## config.mk

```make
export PLATFORM = sky130hd
export DESIGN_NAME = jsi_exec_core_flat
export DESIGN_NICKNAME = d
export VERILOG_FILES = /design/src/rtl/jsi_exec_core_if.sv /design/src/rtl/jsi_exec_core.sv /design/src/flat_wrapper.sv
export SDC_FILE = /design/constraint.sdc
export NUM_CORES = 1
export LEC_CHECK = 0
export ABC_CLOCK_PERIOD_IN_PS = 4900
export CAP_MARGIN = 20
export CELL_PAD_IN_SITES_DETAIL_PLACEMENT = 1
export CELL_PAD_IN_SITES_GLOBAL_PLACEMENT = 1
export CORE_MARGIN = 1.5
export CORE_UTILIZATION = 40
export DETAILED_ROUTE_END_ITERATION = 10
export DONT_BUFFER_PORTS = 1
export GPL_ROUTABILITY_DRIVEN = 0
export PLACE_DENSITY = 0.74
export SYNTH_ARGS = -nofsm -noshare
export SYNTH_HDL_FRONTEND = slang
export SYNTH_SLANG_ARGS = --single-unit
```

## constraint.sdc

```tcl
create_clock -name clk -period 4.9 [get_ports clk]
set_clock_uncertainty 0.15 [all_clocks]
set_input_delay 0.98 -clock clk [delete_from_list [all_inputs] [get_ports clk]]
set_output_delay 0.98 -clock clk [all_outputs]
set_load 0.02 [all_outputs]
```

## src/rtl/jsi_exec_core_if.sv

```systemverilog
// Request/response bundle for jsi_exec_core: operand handshake, result and serial line.
interface jsi_exec_core_if #(
  parameter int DATA_W = 8
);
  logic                  in_valid;
  logic                  in_ready;
  logic [DATA_W-1:0]     op_a;
  logic [DATA_W-1:0]     op_b;
  logic [2:0]            opcode;
  logic [2*DATA_W-1:0]   result;
  logic                  result_valid;
  logic                  busy;
  logic                  tx;

  modport master (
    output in_valid, op_a, op_b, opcode,
    input  in_ready, result, result_valid, busy, tx
  );

  modport slave (
    input  in_valid, op_a, op_b, opcode,
    output in_ready, result, result_valid, busy, tx
  );
endinterface

```

## src/rtl/jsi_exec_core.sv

```systemverilog
// Single-shot ALU that computes one 2*DATA_W result per request and streams it
// out LSB-byte-first as back-to-back UART 8N1 frames.
module jsi_exec_core #(
  parameter int DATA_W       = 8,
  parameter int CLKS_PER_BIT = 16
) (
  input  logic            clk,
  input  logic            rst_n,
  jsi_exec_core_if.slave  bus
);
  localparam int RW     = 2 * DATA_W;
  localparam int NBYTES = (RW + 7) / 8;
  localparam int FW     = NBYTES * 8;
  localparam int CW     = (CLKS_PER_BIT > 1) ? $clog2(CLKS_PER_BIT) : 1;
  localparam int BCW    = (NBYTES > 1) ? $clog2(NBYTES) : 1;

  localparam logic [CW-1:0]  CLK_LAST  = CW'(CLKS_PER_BIT - 1);
  localparam logic [BCW-1:0] BYTE_LAST = BCW'(NBYTES - 1);

  typedef enum logic [2:0] {
    IDLE     = 3'd0,
    EXEC     = 3'd1,
    TX_START = 3'd2,
    TX_DATA  = 3'd3,
    TX_STOP  = 3'd4
  } state_t;

  state_t            state_reg;
  logic [DATA_W-1:0] a_reg;
  logic [DATA_W-1:0] b_reg;
  logic [2:0]        op_reg;
  logic [RW-1:0]     result_reg;
  logic              result_valid_reg;
  logic              busy_reg;
  logic              in_ready_reg;
  logic              tx_reg;
  logic [CW-1:0]     clk_cnt_reg;
  logic [2:0]        bit_cnt_reg;
  logic [BCW-1:0]    byte_cnt_reg;
  logic [FW-1:0]     shift_reg;

  logic [RW-1:0]     a_ext;
  logic [RW-1:0]     b_ext;
  logic [RW-1:0]     alu_next;
  logic              bit_end;

  assign bit_end = (clk_cnt_reg == CLK_LAST);

  always_comb begin
    a_ext    = RW'(a_reg);
    b_ext    = RW'(b_reg);
    alu_next = '0;
    case (op_reg)
      3'd0: alu_next = a_ext + b_ext;
      3'd1: alu_next = a_ext - b_ext;
      3'd2: alu_next = a_ext * b_ext;
      3'd3: alu_next = a_ext & b_ext;
      3'd4: alu_next = a_ext | b_ext;
      3'd5: alu_next = a_ext ^ b_ext;
      3'd6: alu_next = a_ext << b_reg[3:0];
      default: alu_next[2:0] = {a_reg > b_reg, a_reg == b_reg, a_reg < b_reg};
    endcase
  end

  always_ff @(posedge clk) begin
    if (!rst_n) begin
      state_reg        <= IDLE;
      a_reg            <= '0;
      b_reg            <= '0;
      op_reg           <= '0;
      result_reg       <= '0;
      result_valid_reg <= 1'b0;
      busy_reg         <= 1'b0;
      in_ready_reg     <= 1'b1;
      tx_reg           <= 1'b1;
      clk_cnt_reg      <= '0;
      bit_cnt_reg      <= '0;
      byte_cnt_reg     <= '0;
      shift_reg        <= '0;
    end else begin
      result_valid_reg <= 1'b0;
      case (state_reg)
        IDLE: begin
          if (bus.in_valid) begin
            a_reg        <= bus.op_a;
            b_reg        <= bus.op_b;
            op_reg       <= bus.opcode;
            busy_reg     <= 1'b1;
            in_ready_reg <= 1'b0;
            state_reg    <= EXEC;
          end
        end
        EXEC: begin
          result_reg       <= alu_next;
          result_valid_reg <= 1'b1;
          shift_reg        <= FW'(alu_next);
          clk_cnt_reg      <= '0;
          bit_cnt_reg      <= '0;
          byte_cnt_reg     <= '0;
          tx_reg           <= 1'b0;
          state_reg        <= TX_START;
        end
        TX_START: begin
          if (bit_end) begin
            clk_cnt_reg <= '0;
            tx_reg      <= shift_reg[0];
            state_reg   <= TX_DATA;
          end else begin
            clk_cnt_reg <= clk_cnt_reg + CW'(1);
          end
        end
        TX_DATA: begin
          if (bit_end) begin
            clk_cnt_reg <= '0;
            // Shifting per bit leaves the next byte aligned at bit 0 after 8 bits.
            shift_reg   <= shift_reg >> 1;
            if (bit_cnt_reg == 3'd7) begin
              bit_cnt_reg <= '0;
              tx_reg      <= 1'b1;
              state_reg   <= TX_STOP;
            end else begin
              bit_cnt_reg <= bit_cnt_reg + 3'd1;
              tx_reg      <= shift_reg[1];
            end
          end else begin
            clk_cnt_reg <= clk_cnt_reg + CW'(1);
          end
        end
        TX_STOP: begin
          if (bit_end) begin
            clk_cnt_reg <= '0;
            if (byte_cnt_reg == BYTE_LAST) begin
              byte_cnt_reg <= '0;
              busy_reg     <= 1'b0;
              in_ready_reg <= 1'b1;
              state_reg    <= IDLE;
            end else begin
              byte_cnt_reg <= byte_cnt_reg + BCW'(1);
              tx_reg       <= 1'b0;
              state_reg    <= TX_START;
            end
          end else begin
            clk_cnt_reg <= clk_cnt_reg + CW'(1);
          end
        end
        default: begin
          busy_reg     <= 1'b0;
          in_ready_reg <= 1'b1;
          tx_reg       <= 1'b1;
          state_reg    <= IDLE;
        end
      endcase
    end
  end

  assign bus.in_ready     = in_ready_reg;
  assign bus.result       = result_reg;
  assign bus.result_valid = result_valid_reg;
  assign bus.busy         = busy_reg;
  assign bus.tx           = tx_reg;
endmodule

```

## src/flat_wrapper.sv

```systemverilog
// flat-port wrapper written by rule: the top's interface ports become plain ports
module jsi_exec_core_flat 
#(
  parameter int DATA_W       = 8,
  parameter int CLKS_PER_BIT = 16
)
  (clk, rst_n, bus_in_valid, bus_op_a, bus_op_b, bus_opcode, bus_in_ready, bus_result, bus_result_valid, bus_busy, bus_tx);
  jsi_exec_core_if #(.DATA_W(DATA_W)) bus_i ();
  input  logic clk;
  input  logic rst_n;
  input wire logic [$bits(bus_i.in_valid)-1:0] bus_in_valid;
  input wire logic [$bits(bus_i.op_a)-1:0] bus_op_a;
  input wire logic [$bits(bus_i.op_b)-1:0] bus_op_b;
  input wire logic [$bits(bus_i.opcode)-1:0] bus_opcode;
  output wire logic [$bits(bus_i.in_ready)-1:0] bus_in_ready;
  output wire logic [$bits(bus_i.result)-1:0] bus_result;
  output wire logic [$bits(bus_i.result_valid)-1:0] bus_result_valid;
  output wire logic [$bits(bus_i.busy)-1:0] bus_busy;
  output wire logic [$bits(bus_i.tx)-1:0] bus_tx;
  assign bus_i.in_valid = bus_in_valid;
  assign bus_i.op_a = bus_op_a;
  assign bus_i.op_b = bus_op_b;
  assign bus_i.opcode = bus_opcode;
  assign bus_in_ready = bus_i.in_ready;
  assign bus_result = bus_i.result;
  assign bus_result_valid = bus_i.result_valid;
  assign bus_busy = bus_i.busy;
  assign bus_tx = bus_i.tx;
  jsi_exec_core #(.DATA_W(DATA_W), .CLKS_PER_BIT(CLKS_PER_BIT)) u_core (.clk(clk), .rst_n(rst_n), .bus(bus_i));
endmodule
```

======== After elaboration in Yosys (flattened, before gate mapping) ========
Cells that the tools add are included.
operators by class
  $add $sub $neg .......................... 5
  multiply operators ...................... 1
  $lt $le $gt $ge ......................... 2
  eq/ne operators ......................... 20
  shifts and indexed selects .............. 1
  mux-type cells .......................... 34
  bitwise gates (word level) .............. 5
  reductions and logical operators ........ 13
operators by type and width
  kind                                                              count
  13-bit one-hot mux with 7 select lines                            1
  16-bit one-hot mux with 2 select lines                            1
  3-bit two-way mux                                                 7
  3-bit one-hot mux with 7 select lines                             1
  8-bit by 8-bit multiplier with 16-bit output                      1
  16-bit two-way mux                                                1
  8-bit by 4-bit << shifter with 16-bit output                      1
  3-bit == test (second input constant)                             5
  3-bit one-hot mux with 5 select lines                             1
  1-bit two-way mux                                                 14
  3-bit by 2-bit == test with 1-bit output (second input constant)  4
  2-bit by 1-bit != test with 1-bit output (second input constant)  5
  5-bit AND reduction                                               2
  8-bit by 8-bit adder with 9-bit output                            1
  8-bit by 8-bit subtractor with 9-bit output                       1
  8-bit bitwise AND                                                 1
  8-bit == test                                                     1
  8-bit greater-than comparator                                     1
  8-bit less-than comparator                                        1
  8-bit OR                                                          1
  4-bit one-hot mux with 2 select lines                             1
  8-bit bitwise XOR                                                 1
  3-bit by 1-bit == test with 1-bit output (second input constant)  2
  3-bit zero test                                                   2
  16 further kinds                                                  24
word-level totals
  flip-flop bits (word level) ............. 66
  output and inout port bits .............. 20
  logic and storage cells ................. 94

======== Logic depth before layout (Yosys ltp) ========
  word-level depth ........................ 4
  depth in mapped cells ................... 18
  mapped depth without buffers ............ 17

======== Worst setup path before layout ========
No wires, ideal clock.
  path type ............................... flip-flop to flip-flop
  start ................................... reg u_core.b_reg[2]
  end ..................................... reg u_core.result_reg[15], in the netlist u_core.bus.result[15]
  library setup time ...................... 0.121 ns
  arrival ................................. 4.711 ns
  slack ................................... -0.083 ns
  cell stages (with the launch flop) ...... 17
  buffers on the path ..................... 1
  cells stage by stage .................... dfxtp_1 -> clkinv_1 -> clkbuf_1 -> nor2_1 -> fa_1 -> fa_1 -> fa_1 -> inv_1 -> fa_1 -> inv_1 -> ha_1 -> and3_1 -> a221oi_2 -> o21ai_1 -> or4_1 -> a31oi_1 -> o21ai_1
on the way
  word-level cells in the longest chain between the ends .. 2
  elaborated cells on any way between the ends .. 4
  those cells by class .................... 1 x add/sub; 1 x mul; 1 x shift; 1 x mux
RTL lines
  item                                                                  RTL line             source
  start, declared                                                       jsi_exec_core.sv:30  logic [DATA_W-1:0] b_reg;
  start signal, assigned                                                jsi_exec_core.sv:86  b_reg <= bus.op_b;
  8-bit by 8-bit multiplier with 16-bit output (tied with other cells)  jsi_exec_core.sv:56  3'd2: alu_next = a_ext * b_ext;
  13-bit one-hot mux with 7 select lines (*)                            jsi_exec_core.sv:53  case (op_reg)
  end signal, assigned                                                  jsi_exec_core.sv:94  result_reg <= alu_next;
  end, declared                                                         jsi_exec_core.sv:32  logic [RW-1:0] result_reg;
Mark *: on every way between the ends. The rest lies on a longest branch, timed or not.
A chain may end at the register's enable or synchronous reset.

======== Final worst setup path ========
  start ................................... reg u_core.a_reg[1]
  end ..................................... reg u_core.result_reg[13], in the netlist u_core.bus.result[13]
on the way
  word-level cells in the longest chain between the ends .. 2
  elaborated cells on any way between the ends .. 4
  those cells by class .................... 1 x add/sub; 1 x mul; 1 x shift; 1 x mux
RTL lines
  item                                                                  RTL line             source
  start, declared                                                       jsi_exec_core.sv:29  logic [DATA_W-1:0] a_reg;
  start signal, assigned                                                jsi_exec_core.sv:85  a_reg <= bus.op_a;
  8-bit by 8-bit multiplier with 16-bit output (tied with other cells)  jsi_exec_core.sv:56
  13-bit one-hot mux with 7 select lines (*)                            jsi_exec_core.sv:53
Marks and branches as above.

==> metrics.txt <==
period utilization 97.0%; CTS H-Tree Depth 3; insertion delay to the later sink of the worst-skew pair 0.34 ns; CTS tree done; grt ovf 0; Post-synth ARST share 0%; number of synthesized flops with an enable pin 0; Worst slew margin 37.3%; Slew Viols, Final 0; detailed router's first-iteration violation count 459; fillers 1935; post-synthesis cell type count 69; DR DRC count 0; Port Buffers 0; DRT Pass-1 Iters 6; Max FO, Critical Path 4; worst min path class register to register; pre-CTS WS -0.0832 ns; Hold Slack 0.338 ns; most numerous cell in the Yosys netlist nand2_1; FF-to-FF setup slack 0.15 ns; Internal Dissipation 1.71 mW; vias in the first global route 6766; synthesized area per cell 7.87 um2; combinational fraction of design power 51.8%; final hold violation count 0; Starting Density 40.8%; sw frac 48.7%; worst ir drop on vdd 265 uV; Detail Placement HPWL 18.1 mm; Crit Path Category register to register; Least-Margin Pin Slew 0.938 ns; clock network fraction of total power 20.4%; Finished Cell Area 0.00740 mm2; global-route wire length before repair 37.1 mm; root buf cell clkbuf_16; Die Ht 130 um; Post-Syn Instances 820; CORE AREA 0.0158 mm2; clock sink total 66; Post-Syn Area 0.00645 mm2; Post-DP Area 0.00695 mm2; Worst Setup End Kind register; RSZ-0062 raised after global routing yes; io pins 42; Worst EP required 4.97 ns; clock tree buffer depth 2; post-route antenna net violation count 0; Pwr Density 451 mW/mm2; Area growth syn-to-layout 14.7%; sequential cell area fraction in the yosys report 20.5%; main flop type after synthesis dfxtp_1; Synth area leaders dfxtp_1 20%, ha_1 12%, fa_1 12%; row count 46; postcts setup bufs 0; yosys synthesis warning count 0; final wirelength 23.8 mm; # diodes 0; Post-synth top cells 85 x nand2_1, 81 x nor2_1, 78 x inv_1; share of the synthesized area in the top cell type 20.5%; LEAKAGE 3.20 nW; CP Launch Type register; DIE AREA 0.0169 mm2; worst path arrival time 4.82 ns; initial antenna violation count 0; flops & latches, synth 66; Tot GR Track Use 29.0%; status complete, no violations; share of layout cells above drive strength 1 15.6%; WL/cell 22.4 um; via count 6404; sw power 1.63 mW; Period minus WS final 4.75 ns; Final setup viols 0; PnR worst setup slack 0.147 ns; DR vias/cell 6.04; total CTS buffers 9; fmax 210 MHz; Layout Nets 964; Seq pwr share 27.9%; cell taking the most area after synthesis dfxtp_1; Overall Power 3.34 mW; Clock transition at path regs 0.06 ns; largest net degree at the start of global routing 35; Syn Nets 944; Die Width 130 um; max_cap viols 0
## kinds of logic (layout without fill, tap and decap cells)
| group | after synthesis | after routing | share of synthesized area [%] |
|---|---|---|---|
| simple gates | 264 | 264 | 18.5 |
| xor+xnor | 14 | 14 | 1.90 |
| flops | 66 | 66 | 20.5 |
| fa+ha+maj | 102 | 102 | 24.2 |
| buf+inv | 132 | 157 | 8.11 |
| compound gates | 220 | 220 | 22.7 |
| mux | 22 | 22 | 4.11 |
## timing repair
| action | 4_1_cts | 5_1_grt |
|---|---|---|
| hold endpoints to repair | 0 | 0 |
| gates resized for setup | 11 | 35 |
| pin swaps | 1 | 6 |
| hold buffers | 0 | 0 |
| endpoints found under the setup margin | 9 | 17 |
## path summary, 6_finish.rpt
check,end,depth (start not counted),start
max,u_core.bus.result[13]$_SDFFE_PN0P_,16,u_core.a_reg[1]$_SDFFE_PN0P_
min,u_core.clk_cnt_reg[3]$_SDFFE_PN0P_,1,u_core.clk_cnt_reg[3]$_SDFFE_PN0P_
max reg2reg,u_core.bus.result[13]$_SDFFE_PN0P_,16,u_core.a_reg[1]$_SDFFE_PN0P_
min reg2reg,u_core.clk_cnt_reg[3]$_SDFFE_PN0P_,1,u_core.clk_cnt_reg[3]$_SDFFE_PN0P_
## stage by stage
stage                     TNS [ns]  cells  utilization (%)
after floorplan                  0    820                -
after global placement           0   1045             43.9
after detailed placement    -0.363   1045             43.9
after CTS                        0   1061             46.0
after global routing       -0.0932   1061             46.8
final                            0   1061             46.8
## critical path, stage by stage (launching register included)
cell and delay, ns:
dfxtp_2 0.37, nand2_1 0.09, fa_1 0.51, fa_1 0.56
inv_1 0.06, fa_1 0.54, inv_1 0.06, fa_1 0.52
inv_1 0.06, ha_4 0.25, a21o_1 0.22, a221oi_4 0.36
buf_4 0.19, o2bb2ai_1 0.13, xnor2_1 0.12, a211oi_2 0.32
a21oi_1 0.12
## cells in the final DEF, fill, tap and decap left out, drive strengths merged, types with 4 or more instances in the layout
| master | n |
|---|---|
| a2111oi | 4 |
| a211oi | 10 |
| a21o | 10 |
| a21oi | 65 |
| a221oi | 15 |
| a31oi | 11 |
| and2 | 4 |
| and3 | 7 |
| buf | 56 |
| clkbuf | 9 |
| clkinv | 8 |
| dfxtp | 66 |
| fa | 38 |
| ha | 64 |
| inv | 83 |
| mux2 | 6 |
| mux2i | 14 |
| nand2 | 85 |
| nand2b | 7 |
| nand3 | 24 |
| nand4 | 5 |
| nor2 | 81 |
| nor2b | 7 |
| nor3 | 24 |
| nor4 | 9 |
| o2111ai | 4 |
| o211ai | 7 |
| o21a | 5 |
| o21ai | 43 |
| o21bai | 7 |
| o221ai | 5 |
| xnor2 | 10 |
| xor2 | 4 |
## power groups by stage
stage,registers [mW],clock network (mW),logic (mW)
CTS,0.923,0.685,1.66
global placement,0.916,0,1.58
global route,0.953,0.709,1.88
floorplan,0.857,0,1.14
finish,0.931,0.680,1.73
detailed placement,0.929,0,1.64
## routing by layer
layer | vias up | wire [um] | global-route usage, %
met3 | 54 | 1100 | 5.21
met2 | 194 | 11800 | 50.2
met5 | - | 0 | 0
met4 | 0 | 718 | 11.5
li1 | 2927 | - | -
met1 | 3229 | 10200 | 35.8
## area by class of cell
type	count	area, um2	area share (%)
timing repair buffer	56	424	5.73
tap	216	270	3.65
inverter	85	320	4.33
clock inverter	7	77.6	1.05
sequential	66	1340	18.1
multi-input combinational	622	4750	64.1
clock buffer	9	225	3.04
(Power assumes the default switching activity.)
==> edit: new RTL, same settings <==
Remove the case item `3'd2` of the case on `op_reg`.
--- a/src/rtl/jsi_exec_core.sv
+++ b/src/rtl/jsi_exec_core.sv
@@ -55,3 +55,2 @@
       3'd1: alu_next = a_ext - b_ext;
-      3'd2: alu_next = a_ext * b_ext;
       3'd3: alu_next = a_ext & b_ext;
Function: changed (a bounded check fails within 4 cycles, from zero or initial values and one cycle with rst_n low).
==> edit against the unedited design <==
Sequential cell count unchanged; largest power group unchanged; total power down 25%; wire length down 43%; final area down 38%; setup slack better by 1.4 ns; synthesized area down 32%; global-route usage down 4.3 points.
==> edit: results (changes against the unedited design) <==
Iteration-0 DRC Markers = 262 (-43%)
DP Cell Count = 677 (-35%)
via count = 4,141 (-35%)
clk root buf = clkbuf_8
sequential area share after synthesis = 30.2% (+9.7 points)
clk_lat worst skew = 0.36 ns (+0.02 ns)
Synth area leaders = dfxtp_1 30%, ha_1 8.9%, nand2_1 7.4%
Peak VDD IR = 0.175 mV (-34%)
combinational share of power = 46.6% (-5.2 points)
Detailed Route WL = 13,600 µm (-43%)
number of nets in the layout = 604 (-37%)
crit path to = u_core.shift_reg[7]$_SDFFE_PN0P_
fin cells = 693 (-35%)
CP max FO = 18 (+14)
NonClk Buf Share = 1.06% (-4.7 points)
slowest CP cell = dfxtp_1
status = complete, no violations
WHS Path Cells = 2 (+1)
Post-Syn Area per Cell = 7.72 µm² (-1.9%)
share of layout cells above drive strength 1 = 7.23% (-8.4 points)
critical path's top delay family = compound AO/OA/AOI/OAI gates
clock buffers = 11 (+2)
WL met3 = 545 µm (-50%)
Crit path arrival time = 3.44 ns (-1.38 ns)
WL met1 = 6180 µm (-39%)
mux contribution to synthesized area = 5.09% (+0.98 points)
FF-to-FF setup slack = 1.52 ns (+1.37 ns)
Filler Cell Count = 1,364 (-30%)
R2R depth = 8 (-8)
Worst Hold End = u_core.op_reg[0]$_SDFFE_PN0P_
met2 Use GR = 40.3% (-9.9 points)
Worst-Margin Slew = 0.857 ns (-0.0804 ns)
clk cell area share = 3.29% (-0.80 points)
area share of fa/ha/maj cells after synthesis = 9.78% (-14 points)
Crit Reg-Reg Startpoint = u_core.b_reg[1]$_SDFFE_PN0P_
Synthesized Nets = 622 (-34%)
largest net degree at the start of global routing = 42 (+20%)
-- edit: cell types whose count changed after synthesis, moves of 8 or more --
cell | unedited run | this run
ha_1 | 64 | 31
nor3_1 | 24 | 16
clkbuf_1 | 31 | 23
a21oi_1 | 65 | 53
a221oi_1 | 13 | 5
fa_1 | 38 | 2
inv_1 | 78 | 25
nor2_1 | 81 | 46
nand3_1 | 24 | 15
-- edit: through the flow --
step	total power [mW]	hold WS (ns)	setup WS (ns)	cell area (µm²)	util, %
3_5_place_dp	2.11	0.297	1.55	4440	41.3
6_report	2.52	0.305	1.52	4600	42.9
4_1_cts	2.51	0.307	1.51	4590	42.7
5_1_grt	2.71	0.319	1.20	4600	42.9
3_3_place_gp	2.06	0.293	1.66	4440	41.3
2_1_floorplan	1.79	0.287	2.40	4380	-
-- edit: tightest hold or removal path, stage by stage (launching register included) --
cell and delay [ns]:
dfxtp_1 0.31, nand2_1 0.05, a21oi_1 0.05
